`src/rtl/irq_ctrl.sv`:
```
// irq_ctrl - machine-mode trap sequencer between execute and the CSR file.
//
// Detects mret / ecall / ebreak / enabled machine interrupts on the
// execute-stage instruction, stalls the pipeline, writes mepc, mcause and
// mstatus through a private CSR write port, then pulses a fetch redirect to
// the trap vector (or back to mepc for mret).
//
// Ports:
//   clk_i, rst_i              clock; asynchronous active-low reset
//   inst_valid_i, inst_addr_i execute-stage instruction valid / PC
//   ecall_i, ebreak_i, mret_i decoded system instructions
//   irq_ext_i/sw_i/timer_i    level-sensitive interrupt lines
//   mstatus_i, mie_i,
//   mtvec_i, mepc_i           current CSR values
//   busy_o                    pipeline stall (combinational)
//   csr_we_o/waddr_o/wdata_o  CSR write port (wins over WB while busy_o)
//   int_assert_o, int_addr_o  one-cycle redirect pulse and its target
module irq_ctrl #(
    parameter int DATA_WIDTH     = 32,
    parameter int CSR_ADDR_WIDTH = 12
) (
    input  logic                      clk_i,
    input  logic                      rst_i,
    input  logic                      inst_valid_i,
    input  logic [DATA_WIDTH-1:0]     inst_addr_i,
    input  logic                      ecall_i,
    input  logic                      ebreak_i,
    input  logic                      mret_i,
    input  logic                      irq_ext_i,
    input  logic                      irq_sw_i,
    input  logic                      irq_timer_i,
    input  logic [DATA_WIDTH-1:0]     mstatus_i,
    input  logic [DATA_WIDTH-1:0]     mie_i,
    input  logic [DATA_WIDTH-1:0]     mtvec_i,
    input  logic [DATA_WIDTH-1:0]     mepc_i,
    output logic                      busy_o,
    output logic                      csr_we_o,
    output logic [CSR_ADDR_WIDTH-1:0] csr_waddr_o,
    output logic [DATA_WIDTH-1:0]     csr_wdata_o,
    output logic                      int_assert_o,
    output logic [DATA_WIDTH-1:0]     int_addr_o
);

    localparam logic [CSR_ADDR_WIDTH-1:0] ADDR_MSTATUS = CSR_ADDR_WIDTH'('h300);
    localparam logic [CSR_ADDR_WIDTH-1:0] ADDR_MEPC    = CSR_ADDR_WIDTH'('h341);
    localparam logic [CSR_ADDR_WIDTH-1:0] ADDR_MCAUSE  = CSR_ADDR_WIDTH'('h342);

    localparam logic [DATA_WIDTH-1:0] CAUSE_ECALL  = DATA_WIDTH'(11);
    localparam logic [DATA_WIDTH-1:0] CAUSE_EBREAK = DATA_WIDTH'(3);
    localparam logic [DATA_WIDTH-1:0] CAUSE_EXT    = {1'b1, (DATA_WIDTH-1)'(11)};
    localparam logic [DATA_WIDTH-1:0] CAUSE_SW     = {1'b1, (DATA_WIDTH-1)'(3)};
    localparam logic [DATA_WIDTH-1:0] CAUSE_TIMER  = {1'b1, (DATA_WIDTH-1)'(7)};

    typedef enum logic [2:0] {
        IDLE,
        W_MEPC,
        W_MCAUSE,
        W_MSTATUS,
        W_MRET
    } state_t;

    state_t state_q, state_d;

    // epc_q holds the trapping PC for a trap, or mepc for an mret; the two
    // sequences never overlap so one register serves both.
    logic [DATA_WIDTH-1:0] epc_q;
    logic [DATA_WIDTH-1:0] cause_q;
    logic [DATA_WIDTH-1:0] mstatus_q;
    logic [DATA_WIDTH-1:0] mtvec_q;

    logic                  ev_mret;
    logic                  ev_trap;
    logic [DATA_WIDTH-1:0] ev_cause;

    logic [DATA_WIDTH-1:0] trap_mstatus;
    logic [DATA_WIDTH-1:0] mret_mstatus;
    logic [DATA_WIDTH-1:0] vec_base;
    logic [DATA_WIDTH-1:0] trap_target;

    // Only bits 3/7/11 of mie matter; the rest are deliberately ignored.
    logic unused_mie;
    assign unused_mie = ^mie_i;

    // Event detection: synchronous events beat interrupts; interrupt lines
    // are sampled live and never latched.
    always_comb begin
        ev_mret  = 1'b0;
        ev_trap  = 1'b0;
        ev_cause = '0;
        if (inst_valid_i) begin
            if (mret_i) begin
                ev_mret = 1'b1;
            end else if (ecall_i) begin
                ev_trap  = 1'b1;
                ev_cause = CAUSE_ECALL;
            end else if (ebreak_i) begin
                ev_trap  = 1'b1;
                ev_cause = CAUSE_EBREAK;
            end else if (mstatus_i[3]) begin
                if (irq_ext_i && mie_i[11]) begin
                    ev_trap  = 1'b1;
                    ev_cause = CAUSE_EXT;
                end else if (irq_sw_i && mie_i[3]) begin
                    ev_trap  = 1'b1;
                    ev_cause = CAUSE_SW;
                end else if (irq_timer_i && mie_i[7]) begin
                    ev_trap  = 1'b1;
                    ev_cause = CAUSE_TIMER;
                end
            end
        end
    end

    // mstatus on trap entry: MPIE <- MIE, MIE <- 0, MPP <- M.
    always_comb begin
        trap_mstatus        = mstatus_q;
        trap_mstatus[7]     = mstatus_q[3];
        trap_mstatus[3]     = 1'b0;
        trap_mstatus[12:11] = 2'b11;
    end

    // mstatus on mret: MIE <- MPIE, MPIE <- 1.
    always_comb begin
        mret_mstatus    = mstatus_q;
        mret_mstatus[3] = mstatus_q[7];
        mret_mstatus[7] = 1'b1;
    end

    // Vectored mode only offsets interrupts; modes 2/3 fall back to direct.
    // cause[29:0] << 2 is 4 * cause[30:0] truncated to the PC width.
    assign vec_base = {mtvec_q[DATA_WIDTH-1:2], 2'b00};
    always_comb begin
        trap_target = vec_base;
        if (mtvec_q[1:0] == 2'b01 && cause_q[DATA_WIDTH-1])
            trap_target = vec_base + {cause_q[DATA_WIDTH-3:0], 2'b00};
    end

    always_ff @(posedge clk_i or negedge rst_i) begin
        if (!rst_i) begin
            state_q   <= IDLE;
            epc_q     <= '0;
            cause_q   <= '0;
            mstatus_q <= '0;
            mtvec_q   <= '0;
        end else begin
            state_q <= state_d;
            if (state_q == IDLE) begin
                if (ev_mret) begin
                    mstatus_q <= mstatus_i;
                    epc_q     <= mepc_i;
                end else if (ev_trap) begin
                    epc_q     <= inst_addr_i;
                    cause_q   <= ev_cause;
                    mstatus_q <= mstatus_i;
                    mtvec_q   <= mtvec_i;
                end
            end
        end
    end

    always_comb begin
        state_d      = state_q;
        busy_o       = 1'b0;
        csr_we_o     = 1'b0;
        csr_waddr_o  = '0;
        csr_wdata_o  = '0;
        int_assert_o = 1'b0;
        int_addr_o   = '0;
        unique case (state_q)
            IDLE: begin
                // Gated by reset so every output reads 0 while rst_i is low.
                busy_o = rst_i && (ev_mret || ev_trap);
                if (ev_mret)      state_d = W_MRET;
                else if (ev_trap) state_d = W_MEPC;
            end
            W_MEPC: begin
                busy_o      = 1'b1;
                csr_we_o    = 1'b1;
                csr_waddr_o = ADDR_MEPC;
                csr_wdata_o = epc_q;
                state_d     = W_MCAUSE;
            end
            W_MCAUSE: begin
                busy_o      = 1'b1;
                csr_we_o    = 1'b1;
                csr_waddr_o = ADDR_MCAUSE;
                csr_wdata_o = cause_q;
                state_d     = W_MSTATUS;
            end
            W_MSTATUS: begin
                busy_o       = 1'b1;
                csr_we_o     = 1'b1;
                csr_waddr_o  = ADDR_MSTATUS;
                csr_wdata_o  = trap_mstatus;
                int_assert_o = 1'b1;
                int_addr_o   = trap_target;
                state_d      = IDLE;
            end
            W_MRET: begin
                busy_o       = 1'b1;
                csr_we_o     = 1'b1;
                csr_waddr_o  = ADDR_MSTATUS;
                csr_wdata_o  = mret_mstatus;
                int_assert_o = 1'b1;
                int_addr_o   = epc_q;
                state_d      = IDLE;
            end
            default: state_d = IDLE;
        endcase
    end

endmodule

```
`config.mk`:
```
export PLATFORM = sky130hd
export DESIGN_NAME = irq_ctrl
export DESIGN_NICKNAME = d
export VERILOG_FILES = /design/src/rtl/irq_ctrl.sv
export SDC_FILE = /design/constraint.sdc
export NUM_CORES = 1
export LEC_CHECK = 0
export ABC_AREA = 1
export CORE_MARGIN = 2
export CORE_UTILIZATION = 55
export CTS_BUF_LIST = sky130_fd_sc_hd__clkbuf_2
export DETAILED_ROUTE_END_ITERATION = 16
export DONT_BUFFER_PORTS = 1
export PLACE_DENSITY = 0.7
export SLEW_MARGIN = 20
export SYNTH_ARGS = -nofsm -noshare
export SYNTH_HDL_FRONTEND = slang
export SYNTH_SLANG_ARGS = --single-unit
```
`constraint.sdc`:
```
create_clock -name clk_i -period 3.2 [get_ports clk_i]
set_clock_uncertainty 0.2 [all_clocks]
set_input_delay 0.8 -clock clk_i [delete_from_list [all_inputs] [get_ports clk_i]]
set_output_delay 0.8 -clock clk_i [all_outputs]
set_load 0.005 [all_outputs]
```
==> results of run 1 <==
## registers in the layout, summed over array words and instances, names as in the netlist
register / flops
cause_q: 4
mtvec_q: 32
epc_q: 32
state_q: 3
mstatus_q: 32
## power by group through the flow
stage               combinational [mW]  clock, mW  sequential (mW)
finish                            3.38      0.594             2.31
global route                      3.71      0.653             2.38
CTS                               2.95      0.617             2.28
detailed placement                2.46          0             2.29
global placement                  2.37          0             2.28
floorplan                         2.02          0             2.18
## stage by stage
step	setup slack (ps)	cell area (um^2)	util
floorplan	441	6360	-
global placement	201	6320	0.558
detailed placement	119	6320	0.558
CTS	-310	7220	0.638
global route	-394	7670	0.678
finish	-296	7680	0.678
## area by class of cell
cell class / instances / area [um^2] / share of cell area
flip-flops and latches: 103 / 2580 / 0.336
repair buffers: 78 / 777 / 0.101
clock buffers: 9 / 45.0 / 0.00587
clock inverters: 6 / 55.1 / 0.00717
multi-input cells: 557 / 3540 / 0.461
diodes: 1 / 2.50 / 0.000326
well taps: 143 / 179 / 0.0233
inverters: 128 / 497 / 0.0647
## worst register-to-register path, stage by stage, from the launching register on
cell     delay, ps
dfrtp_1        470
buf_4          140
nor2_2          80
inv_2           70
nor2_4         140
nand3_4        120
buf_4          220
inv_2          610
nand2_1        230
o21ai_0        140
## path summary, 6_finish.rpt
kind	startpoint	end	slack (ps)	cells past startpoint
max reg2reg	state_q[0]	mtvec_q[31]	770	9
min	mtvec_i[27]	mtvec_q[27]	40	2
max	cause_q[3]	int_addr_o[25]	-300	10
max in group asynchronous	rst_i	epc_q[23]	1870	2
min reg2reg	mstatus_q[31]	mstatus_q[31]	350	2
min in group asynchronous	rst_i	mtvec_q[13]	440	2
## routing by layer
metal,routed length [um],vias up,share of wire
met5,0,-,0
met4,533,0,0.029
met3,1340,42,0.072
met2,8890,236,0.48
met1,7880,2701,0.42
li1,-,2745,-
## placed cells by master (no fill, tap or decap), types with 3 or more instances in the layout
cell type | netlist | final
nand2_1 | 224 | 207
inv_1 | 123 | 116
dfrtp_1 | 103 | 101
o21ai_0 | 75 | 58
o21ai_2 | 31 | 42
nor2_1 | 44 | 36
mux2_2 | 32 | 32
dlygate4sd3_1 | 0 | 32
buf_4 | 13 | 32
nand2_2 | 15 | 31
nand3_2 | 3 | 23
o22ai_2 | 0 | 20
nand3_1 | 40 | 16
o22ai_1 | 32 | 12
nand4_1 | 10 | 10
nor2_4 | 3 | 9
clkbuf_2 | 0 | 9
buf_6 | 1 | 9
inv_2 | 4 | 7
conb_1 | 1 | 7
nor2_2 | 4 | 6
o21ai_1 | 0 | 6
a21oi_1 | 8 | 6
nand3_4 | 1 | 5
ha_4 | 0 | 4
inv_4 | 0 | 3
clkinvlp_4 | 0 | 3
o221ai_2 | 0 | 3
o221ai_1 | 8 | 3
nor3_1 | 4 | 3
## cell families (layout without fill, tap and decap cells)
kind of cell | Yosys count | in the layout | synth area share
buffers and inverters | 174 | 221 | 0.125
other | 1 | 8 | 0.000592
multiplexers | 32 | 32 | 0.0569
flip-flops | 103 | 103 | 0.407
AO/OA/AOI/OAI | 157 | 157 | 0.155
adder cells (fa/ha/maj) | 5 | 5 | 0.0111
AND/OR/NAND/NOR | 355 | 355 | 0.244
XOR/XNOR | 1 | 1 | 0.00138
## timing repair
action                                  in CTS  in global routing
cloned                                       2                  0
pin swaps                                   22                 34
endpoints found under the setup margin      66                 65
resized for setup                           92                 67
hold buffers                                30                  3
buffers inserted                            14                 17
endpoints found under the hold margin      131                  3
==> run metrics, run 1 <==
switch share=0.473; CP max stage delay=500 ps; initial core utilization=0.560; Power Total=6.28 mW; synth cell count leaders=224 x nand2_1, 123 x inv_1, 103 x dfrtp_1; Die Span Y=111 um; Max-Cap Viols=0; unrepaired setup endpoints after global routing=true; drt via density=5.58; CP Data Required Time=2200 ps; Logic pwr share=0.538; row cnt=39; period utilization=1.09; CTS tree=built; gr ovfl total=0; wire length of the first global-routing pass=28700 um; CTS H-tree lvls=3; area of the mapped netlist=6340 um^2; Worst Setup Start Kind=register; Clk pwr share=0.095; Distinct cells, synth=39; Worst-path clk slew=320 ps; dominant cells by area after synthesis=dfrtp_1 41%, nand2_1 13%, inv_1 7.3%, o21ai_0 5.9%, mux2_2 5.7%; Die X=111 um; Post-synth EDFFs=0; router iterations before antenna repair=5; setup_tns=-5770 ps; yosys warns=0; DRC viols=0; Peak VDD IR=550 uV; final number of hold-violating endpoints=0; cells along the critical path=ha_4, nand2_1, inv_1, nand2_1, nand3_2, buf_6, nand3_4, o21bai_1, nand3_2, nand2_2; CP Max Fanout=6; Final Non-Filler Cells=1025; input/output buffers=0; Yosys top cell by area=dfrtp_1; Placer Congestion=0.954; Leakage=3.47 nW; sequential share of power=0.367; Synth Flop Type=dfrtp_1; Async SR Flop Fraction=1.00; Slew @ Worst Pin=835 ps; WL/cell=18.2 um; Arrival @ worst endpoint=2500 ps; CTS Sinks=103; pin count of the biggest net entering global routing=104; Die ar.=12400 um^2; area share of the largest cell type after synthesis=0.407; Worst Hold Class=in -> reg; vias in the first global route=5491; Tmin final=3500 ps; Routed Antenna Nets=0; Post-Syn Instances=828; Core Region=11300 um^2; hold slack=42.8 ps; Synth-to-Final Area Change=21.1%; GRT met2 Usage=0.468; Avg Synthesized Cell Area=7.65 um^2; grt met1 use=0.402; placed insts=943; root buffer cell=clkbuf_2; Worst Slack Setup Final=-296 ps; Final setup viols=27; pwr dens=819 nW/um^2; most common cell in the synthesized netlist=nand2_1; Crit Path Category=reg -> out; Seq/Total Area, Yosys=0.407; Worst slew margin=0.443; Peak Freq=0.286 GHz; CTS Buf Count=9; # IOs=248; initial DRC count=378; Most Used Layer, Global Route=met2; Buf/Inv on CP=2; fill count=955; Critical-path top delay cell=dfrtp_1; max-slew violation count=0; Vias=5724; Tot GR Track Use=0.295; share of layout cells above drive strength 1=0.297; DP HPWL=12700 um; Cell Int Power=3.31 mW; crit path capture type=output port; Psw=2.97 mW; number of synthesized register bits=103; initial antenna violation count=0; Routed Wire Length=18600 um; met3 usage in global routing=0.0729; clk buf depth=2; failing checks=setup timing; nets@finish=1051; Worst-Skew Late Latency=650 ps; status=complete, but fails checks; Crit path max-delay family=simple AND/OR/NAND/NOR gates
Note: power is estimated with default switching activity, not from simulation.
==> inputs of run 2 (changes only) <==
--- a/config.mk
+++ b/config.mk
@@ -6,12 +6,13 @@
 export NUM_CORES = 1
 export LEC_CHECK = 0
 export ABC_AREA = 1
+export CELL_PAD_IN_SITES_DETAIL_PLACEMENT = 0
+export CELL_PAD_IN_SITES_GLOBAL_PLACEMENT = 1
 export CORE_MARGIN = 2
-export CORE_UTILIZATION = 55
-export CTS_BUF_LIST = sky130_fd_sc_hd__clkbuf_2
+export CORE_UTILIZATION = 45
 export DETAILED_ROUTE_END_ITERATION = 16
 export DONT_BUFFER_PORTS = 1
-export PLACE_DENSITY = 0.7
+export PLACE_DENSITY_LB_ADDON = 0.1
 export SLEW_MARGIN = 20
 export SYNTH_ARGS = -nofsm -noshare
 export SYNTH_HDL_FRONTEND = slang
==> run 2 against run 1 <==
Net effect:
- the flow finishes with violations (hold timing)
- sequential power barely moved
- sequential share of layout area increased by 3.5 points
- first-iteration DRC count fell by 0.26%
- global-route usage fell by 4.8 points
- via count fell by 6.8%
- clock power grew 87%
- worst hold slack worse by 110 ps
- total power is 2.9% lower
- die area is 21% higher
- fmax is 11% higher
- wire length down 2.1%
- largest cell class unchanged
- highest routed layer unchanged
==> run metrics, run 2 (synthesis gave the netlist of run 1 again) <==
Die X=123 um; max-slew violation count=0; Worst Setup Start Kind=register; wire length of the first global-routing pass=27900 um; input/output buffers=0; period utilization=0.985; Routed Wire Length=18200 um; CTS tree=built; fill count=1429; Tmin final=3150 ps; CTS Sinks=103; worst reg2reg startpoint=state_q[1]; Worst Hold Class=in -> async; crit path capture type=output port; most common cell after layout, fill and taps aside=nand2_1; sequential share of power=0.375; Logic pwr share=0.443; initial antenna violation count=0; CTS H-tree lvls=3; row cnt=43; Antenna diodes=0; Leakage=3.23 nW; root buffer cell=clkbuf_16; router iterations before antenna repair=5; WL/cell=18.0 um; CP Launch Point=cause_q[3]; Max-Cap Viols=0; failing checks=hold timing; Arrival @ worst endpoint=2150 ps; Reg2Reg Setup Slack=840 ps; Cell Int Power=3.42 mW; Slew @ Worst Pin=860 ps; clk buf depth=2; Worst-path clk slew=80 ps; nets@finish=1002; Psw=2.68 mW; DRC viols=0; dpl cell area=6400 um^2; Core Region=13800 um^2; DP HPWL=13400 um; pin count of the biggest net entering global routing=105; CP Data Required Time=2200 ps; initial DRC count=377; final number of hold-violating endpoints=103; vias in the first global route=5090; CP Max Fanout=6; largest registers=epc_q x32, mstatus_q x32, mtvec_q x32; crit path to=int_addr_o[15]; drt via density=5.27; Synth-to-Final Area Change=9.79%; worst reg2reg endpoint=mstatus_q[6]; share of layout cells above drive strength 1=0.205; Vias=5334; Worst-Skew Late Latency=360 ps; hold slack=-68.6 ps; Clk pwr share=0.182; Post-Layout Inst Area=6960 um^2; Die ar.=15000 um^2; gr ovfl total=0; initial core utilization=0.458; Peak VDD IR=432 uV; commonest cells after routing, fill and taps aside=220 x nand2_1, 120 x inv_1, 101 x dfrtp_1; Final setup viols=0; # IOs=248; pwr dens=877 nW/um^2; Crit Path Category=reg -> out; Peak Freq=0.317 GHz; Tot GR Track Use=0.246; Setup WS pre-CTS=97.2 ps; Worst Slack Setup Final=47.1 ps; Routed Antenna Nets=0; CTS Buf Count=9; status=complete, but fails checks; switch share=0.440; unrepaired setup endpoints after global routing=true; Worst slew margin=0.426; FF-to-FF path depth=8; Placer Congestion=0.791; Die Span Y=123 um; Power Total=6.11 mW
-- run 2: cell types whose count changed in the layout (fill, tap and decap cells not counted), sizes merged --
cell | before | now
diode | 1 | 0
buf | 45 | 29
inv | 130 | 131
dlygate4sd3 | 32 | 0
clkinvlp | 3 | 0
bufbuf | 1 | 0
clkbuf | 9 | 10
clkinv | 1 | 3
-- run 2: cell type report --
cell class | instances | area (um^2) | share of cell area
tap | 180 | 225 | 0.0324
sequential | 103 | 2580 | 0.371
clock inverter | 6 | 57.6 | 0.00827
multi-input combinational | 557 | 3140 | 0.452
inverter | 128 | 480 | 0.0691
timing repair buffer | 29 | 233 | 0.0334
clock buffer | 10 | 239 | 0.0343
-- run 2: worst min path at each step --
stage	to	slack, ps
after floorplan	mtvec_q[0]	270
after global placement	mtvec_q[0]	290
after detailed placement	mtvec_q[0]	300
after CTS	mtvec_q[28]	-80
after global routing	mtvec_q[11]	-90
final	epc_q[31]	-70
-- run 2: through the flow --
stage               cells  utilization  setup TNS, ps
floorplan             834            -              0
global placement      984        0.463              0
detailed placement    984        0.463              0
CTS                  1005        0.491              0
global route         1013        0.503           -590
finish               1013        0.503              0
-- run 2: routing by layer --
metal  global-route usage  part of all wire  vias up
met5                    0                 0        -
met4               0.0783             0.023        0
met3               0.0627             0.066       27
met2                0.363              0.45      185
met1                0.353              0.46     2477
li1                     -                 -     2645
-- run 2: power groups by stage --
stage	combinational (mW)	clock, mW	sequential [mW]
after floorplan	2.02	0	2.18
after global placement	2.43	0	2.29
after detailed placement	2.50	0	2.30
after CTS	2.56	1.14	2.29
after global routing	3.06	1.20	2.37
final	2.71	1.11	2.29
-- run 2: what timing repair did --
| item | CTS | global route |
|---|---|---|
| endpoints found under the setup margin | 18 | 29 |
| gates cloned | 0 | 1 |
| endpoints found under the hold margin | 103 | 103 |
| gates resized for setup | 15 | 34 |
| buffers inserted | 5 | 7 |
| pin swaps | 4 | 11 |
-- run 2: worst max-delay path, cell delays in order, from the launching register on --
cell     delay, ps
dfrtp_1        430
ha_4           300
nand2_1         80
nor2_1         140
nand2_1        100
nand3_2        100
buf_6          150
nand3_2         90
nand2_1         90
nand3_2         80
o21ai_1        120
buf_4          140
==> inputs of run 3 (changes only) <==
--- a/config.mk
+++ b/config.mk
@@ -6,10 +6,12 @@
 export NUM_CORES = 1
 export LEC_CHECK = 0
 export ABC_AREA = 1
+export CAP_MARGIN = 20
 export CELL_PAD_IN_SITES_DETAIL_PLACEMENT = 0
 export CELL_PAD_IN_SITES_GLOBAL_PLACEMENT = 1
 export CORE_MARGIN = 2
-export CORE_UTILIZATION = 45
+export CORE_UTILIZATION = 47
+export CTS_BUF_LIST = sky130_fd_sc_hd__clkbuf_4
 export DETAILED_ROUTE_END_ITERATION = 16
 export DONT_BUFFER_PORTS = 1
 export PLACE_DENSITY_LB_ADDON = 0.1
==> run 3 against run 2 <==
Net effect:
- the run ends with hold timing, setup timing left
- sequential power about the same
- non-clock buffer count unchanged
- clock power down 31%
- utilization up 2.8 points
- setup slack worse by 130 ps
- via count down 0.22%
- final cell count down 0.30%
- worst hold slack worse by 170 ps
- sequential share of layout area down 0.26 points
- total power down 3.0%
- critical path type unchanged
- largest power group unchanged
==> run metrics, run 3 (synthesis gave the netlist of run 1 again) <==
CTS tree=built; fill count=1323; pin count of the biggest net entering global routing=105; Power Total=5.92 mW; Vias=5322; crit path capture type=output port; Peak Freq=0.304 GHz; Synth-to-Final Area Change=10.5%; max-slew violation count=0; initial core utilization=0.480; CP Data Required Time=2200 ps; Logic pwr share=0.483; row cnt=42; Tmin final=3290 ps; WL/cell=17.7 um; Die Span Y=120 um; Crit Path Category=reg -> out; Placer Congestion=0.861; Worst-Skew Late Latency=480 ps; wire length of the first global-routing pass=27900 um; Worst-path clk slew=190 ps; CP max stage delay=450 ps; Arrival @ worst endpoint=2290 ps; setup_tns=-783 ps; Final setup viols=20; period utilization=1.03; Buf/Inv on CP=1; Die X=120 um; Critical-path top delay cell=dfrtp_1; Worst slew margin=0.424; CTS Buf Count=9; Max-Cap Viols=0; cells along the critical path=ha_4, fa_2, nand2_2, nand2_4, nand4_1, buf_6, nor2_4, nand2_1, nand3_1, o21ai_2; nets@finish=1002; largest registers=epc_q x32, mstatus_q x32, mtvec_q x32; unrepaired setup endpoints after global routing=true; initial antenna violation count=1; Peak VDD IR=473 uV; Psw=2.74 mW; drt via density=5.27; Worst Hold Class=in -> async; Worst Slack Setup Final=-85.8 ps; FF-to-FF path depth=11; sequential share of power=0.387; router iterations before antenna repair=4; CP Launch Point=mtvec_q[2]; FF+latch area=2580 um^2; final number of hold-violating endpoints=103; clk buf depth=2; failing checks=hold timing, setup timing; pwr dens=846 nW/um^2; worst reg2reg startpoint=state_q[1]; CTS Sinks=103; initial DRC count=377; Reg2Reg Setup Slack=420 ps; status=complete, but fails checks; Tot GR Track Use=0.251; Crit path max-delay family=adder cells; DP HPWL=12900 um; # IOs=248; Slew @ Worst Pin=862 ps; multi-input logic area=3310 um^2; worst reg2reg endpoint=mstatus_q[27]; vias in the first global route=5217; switch share=0.463; Core Region=13200 um^2; Routed Wire Length=17800 um; Clk pwr share=0.129; Routed Antenna Nets=0; Setup WS pre-CTS=102 ps; Die ar.=14400 um^2; root buffer cell=clkbuf_4; Leakage=3.20 nW; input/output buffers=0; DRC viols=0; most common cell after layout, fill and taps aside=nand2_1; hold slack=-239 ps; share of layout cells above drive strength 1=0.245; commonest cells after routing, fill and taps aside=212 x nand2_1, 121 x inv_1, 102 x dfrtp_1; Cell Int Power=3.18 mW; CTS H-tree lvls=3; Worst Setup Start Kind=register; gr ovfl total=0; CP Max Fanout=5
-- run 3: what timing repair did --
item | CTS | global route
endpoints found under the hold margin | 103 | 103
cloned | 1 | 0
buffers inserted | 12 | 1
gates resized for setup | 60 | 29
pin swaps | 14 | 18
setup endpoints to repair | 27 | 38
-- run 3: through the flow --
stage | utilization | area, um^2 | instances
floorplan | - | 6360 | 834
global placement | 0.484 | 6380 | 979
detailed placement | 0.484 | 6380 | 979
CTS | 0.520 | 6860 | 1008
global route | 0.531 | 7000 | 1010
finish | 0.531 | 7000 | 1010
-- run 3: metal layers --
metal / wire length, um / track usage
met3: 1370 / 0.0694
met1: 7950 / 0.348
met5: 0 / 0
met4: 175 / 0.0618
met2: 8340 / 0.390
-- run 3: worst max-delay path by stage --
stage                           endpoint  slack, ps  cells after the start
after floorplan            int_addr_o[8]        440                      9
after global placement    int_addr_o[18]        120                     11
after detailed placement  int_addr_o[22]        100                     11
after CTS                 int_addr_o[15]        -80                     13
after global routing      int_addr_o[20]       -220                     10
final                     int_addr_o[20]        -90                     10
-- run 3: worst register-to-register path, stage by stage, from the launching register on --
cell	delay (ps)
dfrtp_1	440
nor2_2	120
inv_2	60
nor2_4	140
inv_2	60
nor2_4	80
inv_2	70
nand2_4	70
buf_4	490
buf_4	730
nand2_1	170
o21ai_0	110
-- run 3: layout make-up --
cell class              count  area share
multi-input cells         557       0.473
flip-flops and latches    103       0.368
inverters                 128      0.0690
repair buffers             29      0.0348
well taps                 176      0.0314
clock inverters             7      0.0136
clock buffers               9     0.00965
diodes                      1    0.000357
-- run 3: power groups by stage --
stage | clock (mW) | sequential, mW | combinational [mW]
6_report | 0.766 | 2.29 | 2.86
5_1_grt | 0.845 | 2.37 | 3.20
4_1_cts | 0.799 | 2.29 | 2.74
3_5_place_dp | 0 | 2.30 | 2.49
3_3_place_gp | 0 | 2.29 | 2.43
2_1_floorplan | 0 | 2.18 | 2.02
